==> src/rtl/hand_dealer_if.sv <==
// hand_dealer_if: deal request / card output bundle between a hand controller and hand_dealer.
//   deal_req, new_hand    : controller -> dealer, level-sampled every clock edge
//   card1..card3          : slot card codes, 0 = empty slot
//   num_cards, full       : count of filled slots (0..3) and its "== 3" flag
//   score                 : baccarat hand value 0..9
//   deal_ack, deal_err    : one-cycle pulses reporting the outcome of the previous edge's request
interface hand_dealer_if;
    logic       deal_req;
    logic       new_hand;
    logic [3:0] card1;
    logic [3:0] card2;
    logic [3:0] card3;
    logic [1:0] num_cards;
    logic       full;
    logic [3:0] score;
    logic       deal_ack;
    logic       deal_err;

    modport master (
        output deal_req,
        output new_hand,
        input  card1,
        input  card2,
        input  card3,
        input  num_cards,
        input  full,
        input  score,
        input  deal_ack,
        input  deal_err
    );

    modport slave (
        input  deal_req,
        input  new_hand,
        output card1,
        output card2,
        output card3,
        output num_cards,
        output full,
        output score,
        output deal_ack,
        output deal_err
    );
endinterface

==> src/rtl/hand_dealer.sv <==
// hand_dealer: deals pseudo-random cards into a three-slot baccarat hand.
// A free-running counter cycling 1..MAX_CARD acts as the deck; a deal request captures the
// counter value into the next free slot. Empty slots read as code 0 so the downstream
// 7-segment decoder blanks them.
//   clk    : system clock, all state changes on the rising edge
//   reset  : synchronous, active-high; clears the hand and restarts the counter at 1
//   bus    : hand_dealer_if.slave (requests in, cards/count/score/status out)
module hand_dealer #(
    parameter int unsigned MAX_CARD = 13
) (
    input  logic          clk,
    input  logic          reset,
    hand_dealer_if.slave  bus
);

    localparam logic [3:0] MaxCode = 4'(MAX_CARD);

    logic [3:0] counter_q, counter_d;
    logic [3:0] card1_q, card1_d;
    logic [3:0] card2_q, card2_d;
    logic [3:0] card3_q, card3_d;
    logic [1:0] num_q, num_d;
    logic       ack_q, ack_d;
    logic       err_q, err_d;
    logic       full;

    // Baccarat point value: aces count 1, 2..9 face value, tens and courts (and blank) 0.
    function automatic logic [3:0] card_value(input logic [3:0] code);
        if (code <= 4'd9) begin
            return code;
        end
        return 4'd0;
    endfunction

    assign full = (num_q == 2'd3);

    // Deck counter: wraps MAX_CARD -> 1 so it never presents 0 (the blank code).
    always_comb begin
        counter_d = 4'd1;
        if (counter_q < MaxCode) begin
            counter_d = counter_q + 4'd1;
        end
    end

    // Hand slots. new_hand wins over deal_req; a deal while full only raises deal_err.
    always_comb begin
        card1_d = card1_q;
        card2_d = card2_q;
        card3_d = card3_q;
        num_d   = num_q;
        ack_d   = 1'b0;
        err_d   = 1'b0;
        if (bus.new_hand) begin
            card1_d = 4'd0;
            card2_d = 4'd0;
            card3_d = 4'd0;
            num_d   = 2'd0;
        end else if (bus.deal_req) begin
            if (full) begin
                err_d = 1'b1;
            end else begin
                unique case (num_q)
                    2'd0:    card1_d = counter_q;
                    2'd1:    card2_d = counter_q;
                    default: card3_d = counter_q;
                endcase
                num_d = num_q + 2'd1;
                ack_d = 1'b1;
            end
        end
    end

    always_ff @(posedge clk) begin
        if (reset) begin
            counter_q <= 4'd1;
            card1_q   <= 4'd0;
            card2_q   <= 4'd0;
            card3_q   <= 4'd0;
            num_q     <= 2'd0;
            ack_q     <= 1'b0;
            err_q     <= 1'b0;
        end else begin
            counter_q <= counter_d;
            card1_q   <= card1_d;
            card2_q   <= card2_d;
            card3_q   <= card3_d;
            num_q     <= num_d;
            ack_q     <= ack_d;
            err_q     <= err_d;
        end
    end

    // Score is combinational so it tracks a new card in the cycle it appears.
    // Raw sum is at most 27, so two conditional subtractions implement mod 10.
    logic [4:0] sum;
    logic [4:0] sum_mod;

    always_comb begin
        sum = 5'(card_value(card1_q)) + 5'(card_value(card2_q)) + 5'(card_value(card3_q));
        sum_mod = sum;
        if (sum >= 5'd20) begin
            sum_mod = sum - 5'd20;
        end else if (sum >= 5'd10) begin
            sum_mod = sum - 5'd10;
        end
    end

    assign bus.card1     = card1_q;
    assign bus.card2     = card2_q;
    assign bus.card3     = card3_q;
    assign bus.num_cards = num_q;
    assign bus.full      = full;
    assign bus.score     = sum_mod[3:0];
    assign bus.deal_ack  = ack_q;
    assign bus.deal_err  = err_q;

endmodule
==> src/flat_wrapper.sv <==
// flat-port wrapper written by rule: the top's interface ports become plain ports
module hand_dealer_flat 
#(
    parameter int unsigned MAX_CARD = 13
)
  (clk, reset, bus_deal_req, bus_new_hand, bus_card1, bus_card2, bus_card3, bus_num_cards, bus_full, bus_score, bus_deal_ack, bus_deal_err);
  hand_dealer_if bus_i ();
  input  logic clk;
  input  logic reset;
  input wire logic [$bits(bus_i.deal_req)-1:0] bus_deal_req;
  input wire logic [$bits(bus_i.new_hand)-1:0] bus_new_hand;
  output wire logic [$bits(bus_i.card1)-1:0] bus_card1;
  output wire logic [$bits(bus_i.card2)-1:0] bus_card2;
  output wire logic [$bits(bus_i.card3)-1:0] bus_card3;
  output wire logic [$bits(bus_i.num_cards)-1:0] bus_num_cards;
  output wire logic [$bits(bus_i.full)-1:0] bus_full;
  output wire logic [$bits(bus_i.score)-1:0] bus_score;
  output wire logic [$bits(bus_i.deal_ack)-1:0] bus_deal_ack;
  output wire logic [$bits(bus_i.deal_err)-1:0] bus_deal_err;
  assign bus_i.deal_req = bus_deal_req;
  assign bus_i.new_hand = bus_new_hand;
  assign bus_card1 = bus_i.card1;
  assign bus_card2 = bus_i.card2;
  assign bus_card3 = bus_i.card3;
  assign bus_num_cards = bus_i.num_cards;
  assign bus_full = bus_i.full;
  assign bus_score = bus_i.score;
  assign bus_deal_ack = bus_i.deal_ack;
  assign bus_deal_err = bus_i.deal_err;
  hand_dealer #(.MAX_CARD(MAX_CARD)) u_core (.clk(clk), .reset(reset), .bus(bus_i));
endmodule
==> config.mk <==
export PLATFORM = sky130hd
export DESIGN_NAME = hand_dealer_flat
export DESIGN_NICKNAME = d
export VERILOG_FILES = /design/src/rtl/hand_dealer_if.sv /design/src/rtl/hand_dealer.sv /design/src/flat_wrapper.sv
export SDC_FILE = /design/constraint.sdc
export NUM_CORES = 1
export LEC_CHECK = 0
export ABC_AREA = 0
export CAP_MARGIN = 20
export CORE_MARGIN = 1.5
export CORE_UTILIZATION = 50
export DETAILED_ROUTE_END_ITERATION = 7
export PLACE_DENSITY = 0.78
export SKIP_LAST_GASP = 1
export SLEW_MARGIN = 20
export SYNTH_ARGS = -nofsm -noshare
export SYNTH_HDL_FRONTEND = slang
export SYNTH_SLANG_ARGS = --single-unit
==> constraint.sdc <==
create_clock -name clk -period 3.5 [get_ports clk]
set_clock_uncertainty 0.2 [all_clocks]
set_input_delay 0.35 -clock clk [delete_from_list [all_inputs] [get_ports clk]]
set_output_delay 0.35 -clock clk [all_outputs]
set_load 0.01 [all_outputs]
# After elaboration in Yosys (flattened, before gate mapping)

Cells that the tools add are included.
W data, S select, Z words.

Memory bits (read-only): 0
RAM bits: 0
Latch bits: 0
Register bits: 20
Logic and storage cells: 47
Memories: 0
Input port bits: 4

Muxes and demuxes: 13
Equal/unequal tests: 2
Multiply operators: 0
Magnitude comparators: 6
Shift operators: 0
Div/mod/pow operators: 0
Add/subtract/negate cells: 6
Bitwise logic cells: 4
Reductions and logical operators: 9

Operators by type and width:

| cell                  | count |
|---|---|
| $mux W4               | 8 |
| $le A4 B4 Y1 const B  | 3 |
| $reduce_and A3 Y1     | 3 |
| $reduce_or A2 Y1      | 3 |
| $add A4 B4 Y5         | 1 |
| $add A5 B4 Y5         | 1 |
| $ge A5 B4 Y1 const B  | 1 |
| $ge A5 B5 Y1 const B  | 1 |
| $mux W1               | 5 |
| $add A4 B1 Y4 const B | 1 |
| $lt A4 B4 Y1 const B  | 1 |
| $not A1 Y1            | 4 |
| $sub A4 B3 Y4 const B | 1 |
| $sub A4 B4 Y4 const B | 1 |
| $reduce_or A3 Y1      | 1 |
| $add A2 B1 Y2 const B | 1 |
| $eq A2 B1 Y1 const B  | 1 |
| $eq A2 B2 Y1 const B  | 1 |
| $logic_not A2 Y1      | 1 |
| $reduce_and A2 Y1     | 1 |

# Longest topological paths before layout

Gate-level depths: netlist of the first run.

Word-level depth: 8
Mapped depth: 12
Mapped depth without buffers: 12

# Worst setup path after synthesis of the first run

No wires, ideal clock.

Kind: reg2out
Start: register u_core.card3_q[3] (netlist: u_core.bus.card3[3])
End: output port bus_score[3]
Data required time: 2950 ps
Arrival: 2769 ps
Path slack: 181 ps
Stages on the path, launching flop included: 12
Cells stage by stage: dfxtp_1 -> nand2b_1 -> fa_1 -> inv_1 -> ha_1 -> fa_1 -> ha_1 -> nor2b_1 -> nor3_1 -> inv_1 -> mux2i_1 -> a221o_1

Word-level cells in the longest chain between the ends: 7
Elaborated cells on any way between the ends: 11
Those cells by class: 3 x add/sub; 3 x order compare; 5 x mux

RTL lines:

| item                                                 | RTL line                               | text |
|---|---|---|
| start: declaration                                   | hand_dealer.sv:21                      | `logic [3:0] card3_q, card3_d;` |
| start signal: assignment                             | hand_dealer.sv:86                      | `card3_q <= card3_d;` |
| $le A4 B4 Y1                                         | hand_dealer.sv:29                      | `if (code <= 4'd9) begin` |
| $mux W1                                              | hand_dealer.sv:29                      |  |
| $mux W4 (*)                                          | hand_dealer.sv:32                      | `return 4'd0;` |
| $add A5 B4 Y5 (*)                                    | hand_dealer.sv:99                      | `sum = 5'(card_value(card1_q)) + 5'(card_value(card2_q)) + 5'(card_value(card3_q));` |
| $sub A4 B4 Y4 / $ge A5 B4 Y1 (equally long branches) | hand_dealer.sv:104, hand_dealer.sv:103 |  |
| $mux W4                                              | hand_dealer.sv:103                     | `end else if (sum >= 5'd10) begin` |
| $mux W4 (*)                                          | hand_dealer.sv:101                     | `if (sum >= 5'd20) begin` |
| end: declaration                                     | flat_wrapper.sv:17                     | `output wire logic [$bits(bus_i.score)-1:0] bus_score;` |

Every way passes the cells marked *; elsewhere a longest branch is shown, timed or not. The select of a mux whose other input is x is not followed.

# Final worst setup path of the first run

Start: register u_core.card2_q[3] (netlist: u_core.bus.card2[3])
End: output port bus_score[3]

Word-level cells in the longest chain between the ends: 8
Elaborated cells on any way between the ends: 12
Those cells by class: 4 x add/sub; 3 x order compare; 5 x mux

RTL lines:

| item                                                 | RTL line                               | text |
|---|---|---|
| start: declaration                                   | hand_dealer.sv:20                      | `logic [3:0] card2_q, card2_d;` |
| start signal: assignment                             | hand_dealer.sv:85                      | `card2_q <= card2_d;` |
| $le A4 B4 Y1                                         | hand_dealer.sv:29                      |  |
| $mux W1                                              | hand_dealer.sv:29                      |  |
| $mux W4 (*)                                          | hand_dealer.sv:32                      |  |
| $add A4 B4 Y5 (*)                                    | hand_dealer.sv:99                      |  |
| $add A5 B4 Y5 (*)                                    | hand_dealer.sv:99                      |  |
| $sub A4 B4 Y4 / $ge A5 B4 Y1 (equally long branches) | hand_dealer.sv:104, hand_dealer.sv:103 |  |
| $mux W4                                              | hand_dealer.sv:103                     |  |
| $mux W4 (*)                                          | hand_dealer.sv:101                     |  |

Marks and branches as above.

==> out/results.env, run 1 <==
OUTCOME='finished with violations'
FAILED_CHECKS='setup timing'
WORST_IR_DROP_VDD_V=0.000306
SYNTHCELLS=151
GRT_PASS1_WL_MM=5.15
WL_PER_CELL_UM=14.1
SYNTH_AREA_UM2=1260
BUFFER_PORTS.INSERTED=24
FIRST_GLOBAL_VIAS=1215
POST_ROUTE_WORST_SETUP_SLACK_NS=-0.244
ROUTED_WL_MM=3.17
PLACE.GP.CONGESTION=0.773
FIN_CRIT_NS=3.74
CRITICAL_PATH_ARRIVAL_NS=3.19
WORST-R2R-SETUP-SLACK_NS=1.94
TIMING.SLEW.HEADROOM_PCT=80.5
POWER.DENSITY_nW_PER_UM2=239
IO_PINS=25
GLOBALROUTEMET2UTIL_PCT=49.0
FINALHOLDVIOLCOUNT=0
DIE-WIDTH_UM=53.2
SETUP_VIOL_COUNT_FINAL=3
PLACE_HPWL_MM=2.35
CTS.CLK_SLEW.WORST_PATHS_NS=0.11
FF2FF_PATH_DEPTH=6
DETAIL_ROUTE.FIRST_PASS.ITERATIONS=6
DIODES=0
MAX_CLOCK_FREQ_GHz=0.267
YS_SEQ_ELEMENTS=20
LAUNCHING_ELEMENT_OF_THE_WORST_SETUP_PATH='u_core.bus.card2[3]'
LAYOUT.CELLS.NON_FILLER=225
AREA.GROWTH.SYNTH_TO_FINAL_PCT=47.9
YOSYS.AREA.TOP_TYPE='sky130_fd_sc_hd__dfxtp_1'
WORST_SETUP_PATH_ENDPOINT='bus_score[3]'
CLOCKBUFFERDEPTH=2
SYNTHDOMINANTCELLAREASHARE_PCT=31.8
GRT.MET1_USAGE_PCT=26.9
SYNTH_COMMON_CELLS='sky130_fd_sc_hd__nand2_1, sky130_fd_sc_hd__dfxtp_1, sky130_fd_sc_hd__a21oi_1'
CRITPATHLAUNCHTYPE='flip-flop'
WORSTREG2REGSTART='u_core.bus.num_cards[0]'
FINALCRITPERIODSHARE_PCT=107
FP.DIEH_UM=53.2
START_UTIL_PCT=54.7
FINAL_NETS=219
GLOBALROUTEMET3UTIL_PCT=3.11
SYNTH_WARNINGS=0
CRIT_PATH_MAX_FO=4
ROUTE.VIAS.TOTAL=1221
PLACED_CELLS=218
POWER.LEAKAGE_nW=0.753
DRIVE_ABOVE_1_SHARE_PCT=33.5
STD_CELL_ROWS=17
CLK-INSERTION-DELAY-LATE_NS=0.30
GLOBAL_ROUTE.PEAK_USAGE_LAYER='met2'
SYNTH_TOP_FLOP_CELL='sky130_fd_sc_hd__dfxtp_1'
CTS_MAX_LEVEL=1
YS_TYPES=28
POST_CTS_HOLD_BUFFER_COUNT=0
RSZ0062_AT_GRT='yes'
WORST-ENDPOINT-REQUIRED_NS=2.95
SYNTH-EDFF-COUNT=0
DRC=0
DESIGN.DIE.AREA_UM2=2820
CTS_ROOT_BUF='sky130_fd_sc_hd__clkbuf_4'
CLOCK_TREE_FROM_TRITONCTS='done'
PLACE_WS_NS=-0.455
MOST_COMMON_CELL_IN_THE_SYNTHESIZED_NETLIST='sky130_fd_sc_hd__nand2_1'
GRT_ANTENNA_BEFORE_REPAIR=0
SETUP.WORST_PATH.CLASS='reg -> out'
MAX_CAP_VIOL_COUNT=0
END_KIND='output pin'
SYNTH-SEQ-AREA-SHARE_PCT=31.8
GRT-OVFL-TOTAL=0
R2R_END='u_core.bus.card2[1]'
SYNTH_AREA_PER_CELL_UM2=8.33
DRT_ITER0_DRC=31
SLEW_VIOLATIONS=0
WORSTHOLDPATHTYPE='reg -> reg'
GLOBAL_ROUTE.USAGE.TOTAL_PCT=25.1
WORSTMARGINPINSLEW_NS=0.293
MAXIMUM_NUMBER_OF_PINS_ON_ONE_NET_BEFORE_GLOBAL_ROUTE_REPAIR=17
SYNTH_TOP_CELLS_BY_AREA='sky130_fd_sc_hd__dfxtp_1, sky130_fd_sc_hd__ha_1, sky130_fd_sc_hd__fa_1, sky130_fd_sc_hd__a21oi_1, sky130_fd_sc_hd__nand2_1'
CLOCK_BUFFERS_CREATED_BY_TRITONCTS=3
CORE_AREA_UM2=2300
DETAIL-ROUTE-ANTENNA-NETS=0
ROUTED_VIA_DENSITY=5.43
POSTSYNTH.ASYNCRESETSHARE_PCT=0
SYNTH_FP_NETS=172
CTS_SINKS=20
[per-stage QoR]
stage	util [%]	cell area, um^2	TNS (ns)	power (mW)	hold slack (ns)
after floorplan	-	1260	0	0.284	0.222
after global placement	72.2	1660	-0.629	0.307	0.270
after detailed placement	72.2	1660	-1.13	0.310	0.284
after CTS	78.9	1810	-0.383	0.444	0.296
after global routing	80.9	1860	-0.764	0.462	0.326
final	80.9	1860	-0.503	0.444	0.293
[worst min-delay path by stage]
stage | start | end | slack [ns] | cells after the start
after global placement | u_core.bus.card2[3] | u_core.bus.card2[3] | 0.27 | 2
after floorplan | reset | u_core.counter_q[2] | 0.22 | 1
after CTS | u_core.bus.card2[3] | u_core.bus.card2[3] | 0.30 | 2
final | u_core.bus.card2[3] | u_core.bus.card2[3] | 0.29 | 2
after global routing | u_core.bus.card1[3] | u_core.bus.card1[3] | 0.33 | 2
after detailed placement | u_core.bus.card2[3] | u_core.bus.card2[3] | 0.28 | 2
[cell families after synthesis]
logic type	share of synthesized area, %
simple gates	25.7
compound gates	11.1
flops	31.8
buf+inv	5.17
fa+ha+maj	19.9
xor+xnor	4.68
mux	1.59
[worst max-delay path, stage by stage (launching register included)]
cell and delay, ns:
sky130_fd_sc_hd__dfxtp_2 0.35, sky130_fd_sc_hd__buf_6 0.11, sky130_fd_sc_hd__nand2b_4 0.14, sky130_fd_sc_hd__fa_1 0.56
sky130_fd_sc_hd__inv_2 0.06, sky130_fd_sc_hd__fa_2 0.57, sky130_fd_sc_hd__inv_2 0.05, sky130_fd_sc_hd__ha_2 0.18
sky130_fd_sc_hd__nand2_2 0.09, sky130_fd_sc_hd__o2bb2ai_4 0.08, sky130_fd_sc_hd__inv_2 0.07, sky130_fd_sc_hd__mux2i_2 0.09
sky130_fd_sc_hd__buf_4 0.15, sky130_fd_sc_hd__a221o_1 0.27, sky130_fd_sc_hd__buf_2 0.14
[what timing repair did]
item                                    in CTS  in global routing
resized for setup                           46                  7
pin swaps                                   14                  7
buffers inserted                             2                  1
endpoints found under the setup margin       3                  3
cloned                                       0                  0
[state kept, by name, summed over array words and instances (netlist names)]
signal                flops
u_core.counter_q          4
u_core.bus.deal_err       1
u_core.bus.card1          4
u_core.bus.num_cards      2
u_core.bus.deal_ack       1
u_core.bus.card2          4
u_core.bus.card3          4
[cell usage in the layout, fill, tap and decap left out, types with 2 or more instances in the layout]
| master | n |
|---|---|
| sky130_fd_sc_hd__clkdlybuf4s50_1 | 21 |
| sky130_fd_sc_hd__buf_4 | 21 |
| sky130_fd_sc_hd__nand2_1 | 20 |
| sky130_fd_sc_hd__a21oi_1 | 16 |
| sky130_fd_sc_hd__dfxtp_1 | 14 |
| sky130_fd_sc_hd__nand3_1 | 12 |
| sky130_fd_sc_hd__nor2_1 | 11 |
| sky130_fd_sc_hd__inv_1 | 8 |
| sky130_fd_sc_hd__ha_1 | 7 |
| sky130_fd_sc_hd__nand2b_4 | 5 |
| sky130_fd_sc_hd__inv_2 | 5 |
| sky130_fd_sc_hd__and2_1 | 4 |
| sky130_fd_sc_hd__nor2b_1 | 3 |
| sky130_fd_sc_hd__fa_1 | 3 |
| sky130_fd_sc_hd__ha_2 | 3 |
| sky130_fd_sc_hd__clkbuf_4 | 3 |
| sky130_fd_sc_hd__buf_2 | 3 |
| sky130_fd_sc_hd__dfxtp_4 | 3 |
| sky130_fd_sc_hd__dfxtp_2 | 3 |
| sky130_fd_sc_hd__nor3b_1 | 2 |
| sky130_fd_sc_hd__o21ai_0 | 2 |
| sky130_fd_sc_hd__nor3b_2 | 2 |
| sky130_fd_sc_hd__xnor2_1 | 2 |
| sky130_fd_sc_hd__fa_2 | 2 |
| sky130_fd_sc_hd__ha_4 | 2 |
[cell type report]
| type | instances | area (um^2) |
|---|---|---|
| clock buffer | 4 | 36.3 |
| fill | 154 | 438 |
| inverter | 13 | 48.8 |
| multi-input combinational | 114 | 930 |
| sequential | 20 | 415 |
| tap | 28 | 35.0 |
| timing repair buffer | 46 | 394 |
[routing by layer]
metal  vias up  share of wire [%]
li1        591                  -
met1       574                 39
met2        46                 55
met3        10                5.0
met4         0                1.4
met5         -                  0
[where the power goes]
| part | switching, mW | internal (mW) | leakage, nW | total [mW] |
|---|---|---|---|---|
| clock network | 0.0708 | 0.0634 | 0.0210 | 0.134 |
| logic | 0.0346 | 0.0326 | 0.566 | 0.0671 |
| registers | 0.0105 | 0.232 | 0.166 | 0.243 |
(Power assumes the default switching activity.)
==> run 2, diff against run 1 <==
- CAP_MARGIN: 20 -> 10
- CORE_UTILIZATION: 50 -> 51
- PLACE_DENSITY: 0.78 -> 0.79
==> run 2 against run 1 <==
Against the previous run: critical endpoint unchanged; design area decreased by 3.0%; core utilization down 1.7 points; routed wire length decreased by 3.5%; combinational power down 5.4%; via count shrank 4.4%; sequential power is essentially flat; final cell count fell by 0.44%; first-iteration DRC count decreased by 45%; the run still ends with setup timing left; worst hold slack worse by 0.00053 ns; die area fell by 1.9%.
==> out/results.env, run 2 (same netlist as run 1, synthesis figures left out) <==
CRITICAL_PATH_ARRIVAL_NS=3.12
INTERNAL_POWER_mW=0.303
DIE-WIDTH_UM=52.7
FAILED_CHECKS='setup timing'
ROUTED_VIA_DENSITY=5.21
DIODES=0
CLOCK_BUFFERS_CREATED_BY_TRITONCTS=3
CORE_AREA_UM2=2280
DETAIL-ROUTE-ANTENNA-NETS=0
SETUP_VIOL_COUNT_FINAL=3
GRT_ANTENNA_BEFORE_REPAIR=0
FF2FF_PATH_DEPTH=5
SETUP.WORST_PATH.CLASS='reg -> out'
BUFFER_PORTS.INSERTED=24
CP_NUM_BUF_INV=4
WORSTHOLDPATHTYPE='reg -> reg'
HOLD_DEPTH=1
POWER.COMBINATIONAL.FRACTION_PCT=15.4
FIN_SETUP_TNS_NS=-0.344
WORST_SETUP_PATH_ENDPOINT='bus_score[3]'
MOST_FREQUENT_STANDARD_CELL_IN_THE_LAYOUT_EXCLUDING_FILL_AND_TAP_CELLS='sky130_fd_sc_hd__buf_4'
GLOBAL_ROUTE.USAGE.TOTAL_PCT=24.4
DESIGN.DIE.AREA_UM2=2770
POWER.CLOCK.FRACTION_PCT=25.8
OUTCOME='finished with violations'
DRT_ITER0_DRC=17
PLACE.GP.CONGESTION=0.808
TIMING.SLEW.HEADROOM_PCT=43.7
CP_TOP_FAMILY='adder cells'
START_UTIL_PCT=55.3
WORSTREG2REGSTART='u_core.bus.num_cards[0]'
SWSHARE_PCT=26.6
IO_PINS=25
FIN_CRIT_NS=3.67
POWER.NET_SWITCHING_mW=0.110
WORSTSETUPPATHDEPTH=13
FIRST_GLOBAL_VIAS=1117
DETAIL_ROUTE.FIRST_PASS.ITERATIONS=4
SLEW_VIOLATIONS=0
CRITPATHLAUNCHTYPE='flip-flop'
PLACE_HPWL_MM=2.24
HIGHEST_COUNT_CELLS_IN_THE_LAYOUT_IGNORING_FILL_AND_TAPS='sky130_fd_sc_hd__buf_4, sky130_fd_sc_hd__clkdlybuf4s50_1, sky130_fd_sc_hd__nand2_1'
CLK-INSERTION-DELAY-LATE_NS=0.30
MAX_CAP_VIOL_COUNT=0
R2R_END='u_core.bus.card1[2]'
FP.DIEH_UM=52.7
LAYOUT.CELL_AREA.NON_FILLER_UM2=1800
CRITPATHMOSTFREQUENTCELL='sky130_fd_sc_hd__inv_2'
END_KIND='output pin'
CTS_ROOT_BUF='sky130_fd_sc_hd__clkbuf_4'
WORSTMARGINPINSLEW_NS=0.842
WORST-R2R-SETUP-SLACK_NS=1.45
CRIT_PATH_MAX_FO=4
FINALCOREUTILIZATION_PCT=79.3
CLOCKBUFFERDEPTH=2
PLACE_WS_NS=-0.447
RSZ0062_AT_GRT='yes'
CTS_MAX_LEVEL=1
POWER.SHARE.SEQUENTIAL_PCT=58.8
WORST_IR_DROP_VDD_V=0.000273
POST_ROUTE_WORST_SETUP_SLACK_NS=-0.168
WORST-ENDPOINT-REQUIRED_NS=2.95
STD_CELL_ROWS=17
FINALCRITPERIODSHARE_PCT=105
GRT-OVFL-TOTAL=0
FINALHOLDVIOLCOUNT=0
POWER.DENSITY_nW_PER_UM2=229
CTS.CLK_SLEW.WORST_PATHS_NS=0.10
DRC=0
POWER.LEAKAGE_nW=0.756
GRT_PASS1_WL_MM=4.85
AREA.GROWTH.SYNTH_TO_FINAL_PCT=43.5
TIMING.HOLD.WORST.START='u_core.counter_q[0]'
CTS_SINKS=20
CLOCK_TREE_FROM_TRITONCTS='done'
MAX_CLOCK_FREQ_GHz=0.273
DRIVE_ABOVE_1_SHARE_PCT=30.6
WL_PER_CELL_UM=13.7
CRIT_CHAIN='nand2b_4, fa_1, inv_2, ha_4, fa_2, inv_2, ha_2, nand2_2, o2bb2ai_4, inv_2, mux2i_2, a221o_1, buf_2'
PLACEMENT.CELL_AREA_UM2=1670
ROUTED_WL_MM=3.06
LAUNCHING_ELEMENT_OF_THE_WORST_SETUP_PATH='u_core.bus.card3[3]'
CP_SLOWEST_CELL='sky130_fd_sc_hd__fa_2'
FINAL_NETS=219
MAXIMUM_NUMBER_OF_PINS_ON_ONE_NET_BEFORE_GLOBAL_ROUTE_REPAIR=17
ROUTE.VIAS.TOTAL=1167
CRIT_PATH_MAX_INCR_DELAY_NS=0.56
POST_CTS_HOLD_BUFFER_COUNT=0
==> run 2: power by group through the flow <==
| stage | clock (mW) | combinational, mW | sequential, mW |
|---|---|---|---|
| final | 0.107 | 0.0635 | 0.243 |
| after global routing | 0.122 | 0.0715 | 0.244 |
| after CTS | 0.107 | 0.0609 | 0.244 |
| after detailed placement | 0 | 0.0592 | 0.250 |
| after global placement | 0 | 0.0565 | 0.249 |
| after floorplan | 0 | 0.0368 | 0.247 |
==> run 2: repair_timing <==
item                                   in CTS  in global routing
pin swaps                                   6                  5
buffers inserted                            2                  0
setup endpoints to repair                   3                  3
resized for setup                          34                 10
endpoints found under the hold margin       0                  0
==> run 2: how the worst min path moves through the flow <==
stage	to	slack, ns
after floorplan	u_core.counter_q[2]	0.22
after global placement	u_core.counter_q[0]	0.27
after detailed placement	u_core.counter_q[0]	0.27
after CTS	u_core.counter_q[0]	0.29
after global routing	u_core.counter_q[0]	0.33
final	u_core.counter_q[0]	0.29
==> run 2: per-layer routing <==
metal | vias to the layer above | routed length (um) | global-route usage [%]
met1 | 554 | 1280 | 25.4
met5 | - | 0 | 0
met3 | 4 | 71 | 3.43
met4 | 0 | 26 | 8.55
li1 | 589 | - | -
met2 | 20 | 1680 | 48.3
==> run 2: area by class of cell <==
| cell class | count | area (um^2) |
|---|---|---|
| multi-input combinational | 114 | 892 |
| fill | 154 | 472 |
| sequential | 20 | 415 |
| timing repair buffer | 46 | 390 |
| inverter | 13 | 48.8 |
| tap | 28 | 35.0 |
| clock buffer | 3 | 22.5 |
==> run 2: stage by stage <==
stage          hold WS (ns)  total power [mW]  instances
2_1_floorplan         0.222             0.284        151
3_3_place_gp          0.266             0.306        219
3_5_place_dp          0.268             0.309        219
4_1_cts               0.293             0.412        224
5_1_grt               0.327             0.437        224
6_report              0.292             0.413        224
